$ cat src/rtl/cfg_rx_pkg.sv
// cfg_rx_pkg: shared state encoding and header field layout for the config receiver
package cfg_rx_pkg;
  typedef enum logic [1:0] {ST_IDLE, ST_HEADER, ST_DATA, ST_WAIT_RELEASE} cfg_rx_state_t;
  localparam int CFG_ADDR_W = 8;
  localparam int HDR_ADDR_LSB = 0;
  localparam int HDR_COUNT_LSB = HDR_ADDR_LSB + CFG_ADDR_W;
  localparam int HDR_COUNT_W = 8;
endpackage

$ cat src/rtl/cfg_word_shifter.sv
// cfg_word_shifter: LSB-first shift register with bit counter; word shows the value after this cycle's shift
module cfg_word_shifter #(
  parameter int WORD_W = 32
) (
  input  logic              clk,
  input  logic              rst,
  input  logic              clear,
  input  logic              shift,
  input  logic              in,
  output logic [WORD_W-1:0] word,
  output logic              word_complete
);
  localparam int CNT_W = $clog2(WORD_W + 1);
  logic [WORD_W-1:0] word_q, word_d;
  logic [CNT_W-1:0] cnt_q, cnt_d;
  always_comb begin
    word_complete = shift && cnt_q == CNT_W'(WORD_W - 1);
    word_d = clear ? '0 : shift ? {in, word_q[WORD_W-1:1]} : word_q;
    cnt_d = (clear || word_complete) ? '0 : shift ? cnt_q + CNT_W'(1) : cnt_q;
  end
  assign word = word_d;
  always_ff @(posedge clk) begin
    if (rst) begin
      word_q <= '0;
      cnt_q <= '0;
    end else begin
      word_q <= word_d;
      cnt_q <= cnt_d;
    end
  end
endmodule

$ cat src/rtl/serial_config_receiver.sv
// serial_config_receiver: frames a serial header + data burst into single-cycle register writes
module serial_config_receiver
  import cfg_rx_pkg::*;
#(
  parameter int WORD_W = 32,
  parameter int ADDR_W = 8,
  parameter int MAX_WORDS = 16
) (
  input  logic              clk,
  input  logic              rst,
  input  logic              serial_in,
  input  logic              bit_strobe,
  input  logic              frame_active,
  output logic              wr_en,
  output logic [ADDR_W-1:0] wr_addr,
  output logic [WORD_W-1:0] wr_data,
  output logic              busy,
  output logic              frame_done,
  output logic              frame_error
);
  localparam int CNT_LSB = HDR_COUNT_LSB - CFG_ADDR_W + ADDR_W;
  localparam logic [HDR_COUNT_W-1:0] MAX_CNT = HDR_COUNT_W'(MAX_WORDS);
  cfg_rx_state_t state_q, state_d;
  logic [ADDR_W-1:0] base_q, base_d, wr_addr_q, wr_addr_d;
  logic [HDR_COUNT_W-1:0] count_q, count_d, idx_q, idx_d, hdr_count;
  logic [WORD_W-1:0] wr_data_q, wr_data_d, word;
  logic wr_en_q, wr_en_d, done_q, done_d, err_q, err_d;
  logic clear, shift, word_complete, hdr_bad;
  // A falling frame_active suppresses the strobe so a coincident final bit never completes a word
  assign clear = state_q == ST_IDLE && frame_active;
  assign shift = bit_strobe && frame_active && (state_q == ST_HEADER || state_q == ST_DATA);
  assign hdr_count = word[CNT_LSB +: HDR_COUNT_W];
  assign hdr_bad = hdr_count == '0 || hdr_count > MAX_CNT;
  cfg_word_shifter #(.WORD_W(WORD_W)) u_shifter (
    .clk          (clk),
    .rst          (rst),
    .clear        (clear),
    .shift        (shift),
    .in           (serial_in),
    .word         (word),
    .word_complete(word_complete)
  );
  always_comb begin
    state_d = state_q;
    base_d = base_q;
    count_d = count_q;
    idx_d = idx_q;
    wr_addr_d = wr_addr_q;
    wr_data_d = wr_data_q;
    wr_en_d = 1'b0;
    done_d = 1'b0;
    err_d = 1'b0;
    case (state_q)
      ST_IDLE: state_d = frame_active ? ST_HEADER : ST_IDLE;
      ST_HEADER: begin
        if (!frame_active) begin
          err_d = 1'b1;
          state_d = ST_IDLE;
        end else if (word_complete) begin
          base_d = word[HDR_ADDR_LSB +: ADDR_W];
          count_d = hdr_count;
          idx_d = '0;
          err_d = hdr_bad;
          state_d = hdr_bad ? ST_WAIT_RELEASE : ST_DATA;
        end
      end
      ST_DATA: begin
        if (!frame_active) begin
          err_d = 1'b1;
          state_d = ST_IDLE;
        end else if (word_complete) begin
          wr_en_d = 1'b1;
          wr_addr_d = base_q + ADDR_W'(idx_q);
          wr_data_d = word;
          idx_d = idx_q + 8'd1;
          done_d = idx_q + 8'd1 == count_q;
          state_d = done_d ? ST_WAIT_RELEASE : ST_DATA;
        end
      end
      ST_WAIT_RELEASE: state_d = frame_active ? ST_WAIT_RELEASE : ST_IDLE;
      default: state_d = ST_IDLE;
    endcase
  end
  always_ff @(posedge clk) begin
    if (rst) begin
      state_q <= ST_IDLE;
      base_q <= '0;
      count_q <= '0;
      idx_q <= '0;
      wr_addr_q <= '0;
      wr_data_q <= '0;
      wr_en_q <= 1'b0;
      done_q <= 1'b0;
      err_q <= 1'b0;
    end else begin
      state_q <= state_d;
      base_q <= base_d;
      count_q <= count_d;
      idx_q <= idx_d;
      wr_addr_q <= wr_addr_d;
      wr_data_q <= wr_data_d;
      wr_en_q <= wr_en_d;
      done_q <= done_d;
      err_q <= err_d;
    end
  end
  assign wr_en = wr_en_q;
  assign wr_addr = wr_addr_q;
  assign wr_data = wr_data_q;
  assign frame_done = done_q;
  assign frame_error = err_q;
  assign busy = state_q == ST_HEADER || state_q == ST_DATA;
endmodule
$ cat config.mk
export PLATFORM = sky130hd
export DESIGN_NAME = serial_config_receiver
export DESIGN_NICKNAME = d
export VERILOG_FILES = /design/src/rtl/cfg_rx_pkg.sv /design/src/rtl/cfg_word_shifter.sv /design/src/rtl/serial_config_receiver.sv
export SDC_FILE = /design/constraint.sdc
export NUM_CORES = 1
export LEC_CHECK = 0
export BUFFER_PORTS_ARGS = -buffer_cell sky130_fd_sc_hd__buf_2
export CORE_AREA = 8 8 75 143
export DETAILED_ROUTE_END_ITERATION = 6
export DIE_AREA = 0 0 83 151
export PLACE_DENSITY = 0.75
export SETUP_SLACK_MARGIN = 0.1
export SLEW_MARGIN = 10
export SYNTH_ARGS = -nofsm -noshare
export SYNTH_HDL_FRONTEND = slang
export SYNTH_HIERARCHICAL = 1
export SYNTH_SLANG_ARGS = --single-unit
$ cat constraint.sdc
create_clock -name clk -period 5.7 [get_ports clk]
set_input_delay 0.57 -clock clk [delete_from_list [all_inputs] [get_ports clk]]
set_output_delay 0.57 -clock clk [all_outputs]
set_load 0.02 [all_outputs]
Yosys cells after proc, flatten, opt, wreduce, memory -nomap -nowiden. Cells that the tools add are included.

Flip-flop bits (word level): 107. Input bits: 5. Logic and storage cells: 67.

$add $sub $neg: 3. $lt $le $gt $ge: 1. Equal/unequal tests: 11. Mux-type cells: 21. Bitwise logic cells: 3. Reduce and logical (&&, ||, !) cells: 17.

Operator list (count): 32-bit 2-to-1 mux (2); 8-bit 2-to-1 mux (4); 8-bit case mux with 2 select lines (1); 2-bit 2-to-1 mux (5); 8-bit by 1-bit adder with 8-bit output, second input constant (1); 8-bit adder (1); 8-bit equality test (1); 8-bit by 5-bit > comparator with 1-bit output, second input constant (1); 8-bit zero test (1); 2-bit case mux with 4 select lines (1); 1-bit 2-to-1 mux (7); 6-bit by 1-bit adder with 6-bit output, second input constant (1); 6-bit by 5-bit equality test with 1-bit output, second input constant (1); 3-bit by 2-bit != test with 1-bit output, second input constant (2); 3-bit AND reduction (2); 5-bit AND reduction (1); 2-bit equality test, second input constant (2); 1-bit logical AND (4); 2-bit by 1-bit != test with 1-bit output, second input constant (2); 2-bit != test, second input constant (2); 4-bit OR reduction (1); 1-bit logical OR (3); 1-bit inverter (3); 3-bit OR reduction (1); 6 further kinds (6).

Depth between registers and ports, before layout.
Depth in word-level cells: 11. Gate-level depth with buffers: 13. Gate-level depth less buffers: 10.

Modules after synthesis. Netlist, hierarchy kept.

By module, submodules not included: serial_config_receiver (instances 1, cells an instance 397, area an instance 3170.5 µm², sequential area each 1381.3 µm²); cfg_word_shifter (instances 1, cells an instance 171, area an instance 1586.5 µm², sequential area each 760.7 µm²).

Worst setup path after synthesis. Ideal clock, no wire load.

Path kind: reg2reg. Start point: register state_q[0]. End point: register err_q (netlist: frame_error). Library setup time: 0.116 ns. Arrival: 2.698 ns. Data required time: 5.584 ns. Path slack: 2.887 ns. Stages on the path, launching flop included: 13. Buffers on the path: 2. Cell sequence: dfxtp_1 > inv_1 > ha_1 > and3_1 > buf_6 > buf_4 > mux2i_1 > nor2_1 > nor4_1 > xor2_1 > o41a_1 > o2bb2ai_1 > and3_1.

Cells in the longest elaborated chain, start to end: 10. Elaborated cells on any way between the ends: 15.

Ends and longest elaborated chain: from (decl) (RTL line serial_config_receiver.sv:23) `cfg_rx_state_t state_q, state_d;`; from (signal assigned) (RTL line serial_config_receiver.sv:96) `state_q <= state_d;`; 2-bit by 1-bit equality test with 1-bit output / 2-bit equality test (equally long branches); 1-bit logical OR (*); named net busy (RTL line serial_config_receiver.sv:17) `output logic busy,`; 1-bit logical AND (*) (RTL line serial_config_receiver.sv:31) `assign shift = bit_strobe && frame_active && (state_q == ST_HEADER || state_q == ST_DATA);`; named net shift (RTL line serial_config_receiver.sv:28) `logic clear, shift, word_complete, hdr_bad;`; 32-bit 2-to-1 mux (*) (2 in series) (RTL line cfg_word_shifter.sv:18) `word_d = clear ? '0 : shift ? {in, word_q[WORD_W-1:1]} : word_q;`; named net word[8] (RTL line serial_config_receiver.sv:26) `logic [WORD_W-1:0] wr_data_q, wr_data_d, word;`; 8-bit by 5-bit > comparator with 1-bit output / 8-bit zero test (equally long branches) (RTL line serial_config_receiver.sv:33) `assign hdr_bad = hdr_count == '0 || hdr_count > MAX_CNT;`; 1-bit logical OR (*) (RTL line serial_config_receiver.sv:33); 1-bit 2-to-1 mux (*) (RTL line serial_config_receiver.sv:59) `end else if (word_complete) begin`; 1-bit 2-to-1 mux (*) (RTL line serial_config_receiver.sv:56) `if (!frame_active) begin`; 1-bit case mux with 2 select lines (*) (RTL line serial_config_receiver.sv:53) `case (state_q)`; to (signal assigned) (RTL line serial_config_receiver.sv:104) `err_q <= err_d;`; to (decl) (RTL line serial_config_receiver.sv:27) `logic wr_en_q, wr_en_d, done_q, done_d, err_q, err_d;`.

The timed path passes the listed nets; every way through them passes the cells marked *. A chain may end at the register's enable or synchronous reset.

Worst setup path in the final report.
Start point: register state_q[0]. End point: register done_q (netlist: frame_done).

Cells in the longest elaborated chain, start to end: 6. Elaborated cells on any way between the ends: 8.

Ends and longest elaborated chain: 2-bit by 1-bit equality test with 1-bit output / 2-bit equality test (equally long branches) (RTL line serial_config_receiver.sv:31); 1-bit logical OR (*) (RTL line serial_config_receiver.sv:31); 1-bit logical AND (*) (RTL line serial_config_receiver.sv:31); named net shift (RTL line serial_config_receiver.sv:28); 1-bit logical AND (*) (RTL line cfg_word_shifter.sv:17) `word_complete = shift && cnt_q == CNT_W'(WORD_W - 1);`; named net word_complete (RTL line serial_config_receiver.sv:28); 1-bit inverter (no line) (*); 4-bit OR reduction (no line) (*); to (signal assigned) (RTL line serial_config_receiver.sv:103) `done_q <= done_d;`; to (decl) (RTL line serial_config_receiver.sv:27).

Marks and branches as above.

==> flow_metrics.py <==
metrics = {
    "timing": {
        "period_minus_slack_ns": 3.80,
        "worst_pin_slew_ns": 0.973,
        "rsz0062_at_grt": "no",
        "finalHoldViolations": 0,
        "relSlewSlack_pct": 35.1,
        "fmax_mhz": 263,
        "drv_slew": 0,
        "setup_viol": 0,
        "skew_ns": 0.00658,
        "period_share_pct": 66.7,
        "fin_setup_tns_ns": 0,
    },
    "power_and_ir_drop": {
        "p_leak_nw": 2.03,
        "p_per_area_nw_per_um2": 276,
        "peakVddDrop_mv": 0.227,
    },
    "clocking": {
        "cts_setup_buffers": 0,
        "cts_buffers": 9,
        "cts.hold.buffers_added": 0,
        "clk_pin_slew_worst_paths_ns": 0.07,
        "cts-resized-gates": 0,
        "cts_max_level": 3,
        "clk_path_buf_depth": 2,
        "clkSinkCount": 107,
        "cts-root-buf": "clkbuf_16",
        "cts_tree": "yes",
        "insertion_delay_ns": 0.35,
    },
    "setup_path": {
        "r2r_cells": 12,
        "r2r_start": "state_q[0]$_SDFFE_PP0P_",
        "worst-setup-path-type": "flip-flop to flip-flop",
        "arrival_ns": 4.07,
        "reg2reg_slack_ns": 1.90,
        "cp-end-kind": "flip-flop",
        "worst_ep_required_time_ns": 5.97,
        "critical_path_peak_fanout": 44,
        "r2r_end": "frame_done$_SDFF_PP0_",
        "worstSetupStartpointType": "flip-flop",
    },
    "synthesis": {
        "netlist_instances": 568,
        "synthDistinctLibCells": 50,
        "async_flop_share_pct": 0,
        "synth_flop_cell": "dfxtp_1",
        "yosysSeqAreaShare_pct": 45.0,
        "syn_nets": 588,
        "ys_warn_count": 6,
        "synth-seq-cells": 107,
        "syn-cell-area_um2": 4760,
        "synth_area_per_cell_um2": 8.38,
        "synth_edf_count": 0,
    },
    "die": {
        "die_w_um": 83,
        "coreArea_um2": 8890,
        "io_pins": 49,
        "initial_core_util_pct": 53.5,
        "die_area_um2": 12500,
        "row_count": 49,
        "die_h_um": 151,
    },
    "min_path": {
        "min_path_type": "flip-flop to flip-flop",
        "hold_path.startpoint": "wr_data[10]$_SDFFE_PP0P_",
        "whs_path_depth": 2,
        "min_to": "wr_data[10]$_SDFFE_PP0P_",
    },
    "layout": {
        "insertedDiodeCount": 0,
        "drive_above_1_share_pct": 13.5,
        "nets": 615,
        "fin_util_pct": 60.0,
        "area_delta_synth_final_pct": 12.1,
        "fillCellCount": 765,
    },
    "drt": {
        "viasPerCell": 5.66,
        "drtIter0Drc": 247,
        "routed-via-count": 3975,
        "drc": 0,
        "dr.pass1.iters": 6,
        "routed_wl_mm": 11.2,
        "ant_nets": 0,
        "routedWlPerCell_um": 15.9,
    },
    "global_routing": {
        "track_usage_pct": 17.5,
        "grt_max_degree": 96,
        "grt_overflow_total": 0,
        "grt_first_pass_wirelength_mm": 18.3,
        "antenna_found_initial": 0,
        "grt_pass1_vias": 4011,
    },
    "run_status": {
        "outcome": "complete, no violations",
    },
    "placement": {
        "portBuffers": 48,
        "post-dp-hpwl_mm": 7.87,
        "gp_congestion": 0.840,
    },
    "flow_run": {
        "drv_cap": 0,
    },
}
-- how the worst max path moves through the flow --
stage                                 start                     end  slack, ns  depth (start not counted)
detailed placement  state_q[0]$_SDFFE_PP0P_   frame_done$_SDFF_PP0_       2.00                         12
finish              state_q[0]$_SDFFE_PP0P_   frame_done$_SDFF_PP0_       1.90                         12
floorplan           state_q[0]$_SDFFE_PP0P_  frame_error$_SDFF_PP0_       2.89                         12
global route        state_q[1]$_SDFFE_PP0P_   frame_done$_SDFF_PP0_       1.54                         12
CTS                 state_q[0]$_SDFFE_PP0P_   frame_done$_SDFF_PP0_       1.97                         12
global placement               frame_active   frame_done$_SDFF_PP0_       2.15                         11
-- layout make-up --
class | count | area [um2] | area share [%]
Clock buffer | 9 | 225 | 4.22
Sequential cell | 107 | 2140 | 40.2
Timing Repair Buffer | 53 | 278 | 5.21
Tap cell | 102 | 128 | 2.39
Inverter | 12 | 45.0 | 0.845
Multi-Input combinational cell | 412 | 2400 | 45.1
Clock inverter | 7 | 109 | 2.04
-- report_power, final --
group          switching, W  internal (W)
clock network      0.000291      0.000393
logic             0.0000313    0.00000879
registers       0.000000764      0.000747
-- synthesized netlist by cell type, types with 4 or more instances --
library cell	n	area (um2)
nand3_1	4	20.0
xor2_1	6	52.6
o21ai_0	18	90.1
inv_1	12	45.0
buf_1	5	18.8
mux2i_1	34	340
nor2_1	54	203
xnor2_1	10	87.6
dfxtp_1	107	2140
nor3_1	36	180
a21oi_1	58	290
ha_1	14	175
nand2_1	115	432
a31oi_1	4	25.0
buf_2	8	40.0
clkbuf_1	20	75.1
and3_1	8	50.1
-- registers in the layout, summed over array words and instances, names as in the netlist --
name,count
wr_en,1
u_shifter/cnt_q,6
base_q,8
frame_error,1
state_q,2
count_q,8
idx_q,8
frame_done,1
wr_data,32
u_shifter/word_q,32
wr_addr,8
-- layer usage --
layer  vias to the layer above  part of all wire (%)  track usage [%]
met4                         0                   3.0             9.29
met2                        56                    58             34.7
met3                        21                   2.6             3.45
met1                      1909                    37             16.1
met5                         -                     0                0
li1                       1989                     -                -
-- placed cells by master, fill, tap and decap left out, types with 2 or more instances in the layout --
master / count
nand2_1: 115
dfxtp_1: 107
a21oi_1: 58
nor2_1: 54
buf_2: 48
nor3_1: 36
mux2i_1: 34
o21ai_0: 18
ha_1: 14
inv_1: 12
xnor2_1: 10
clkbuf_16: 9
and3_1: 7
xor2_1: 6
buf_4: 5
nand3_1: 4
a31oi_1: 4
and2_2: 3
o211ai_1: 3
nand4_1: 3
o21a_1: 3
nor4_1: 3
a211oi_1: 3
clkinv_4: 3
and3_2: 2
and4_4: 2
nor2b_1: 2
nand4b_1: 2
nor4b_1: 2
o311ai_0: 2
nand2b_1: 2
a211o_1: 2
o2111ai_1: 2
inv_8: 2
bufinv_16: 2
-- worst max-delay path: stages (launching register included) --
cell and delay [ns]:
dfxtp_1 0.39, inv_1 0.11, ha_1 0.31, and3_2 0.17, buf_4 0.49, nand4_1 0.28, nor2_1 0.53, and3_1 0.23
buf_4 0.39, nand2_1 0.24, inv_1 0.22, o2111ai_1 0.16, a211oi_1 0.18
-- through the flow --
stage / hold WS (ns) / total power [W] / cell area (um2) / setup WS (ns) / cells
finish: 0.452 / 0.00147 / 5330 / 1.90 / 702
global route: 0.469 / 0.00152 / 5330 / 1.54 / 702
CTS: 0.455 / 0.00148 / 5330 / 1.97 / 702
detailed placement: 0.443 / 0.000806 / 5000 / 2.00 / 686
global placement: 0.439 / 0.000805 / 5000 / 2.15 / 686
floorplan: 0.441 / 0.000798 / 4760 / 2.89 / 568
-- cells by family (layout without fill, tap and decap cells) --
group	count (synthesis)	in the layout	share of synthesized area, %
AOI/OAI and AO/OA	103	103	13.0
DFF	107	107	45.0
muxes	34	34	7.15
xor gates and xnor gates	17	17	3.29
adders and majority gates	15	15	4.10
buffers and inverters	49	81	4.47
and+or+nand+nor	243	243	23.0
Note: power is estimated with default switching activity, not from simulation.
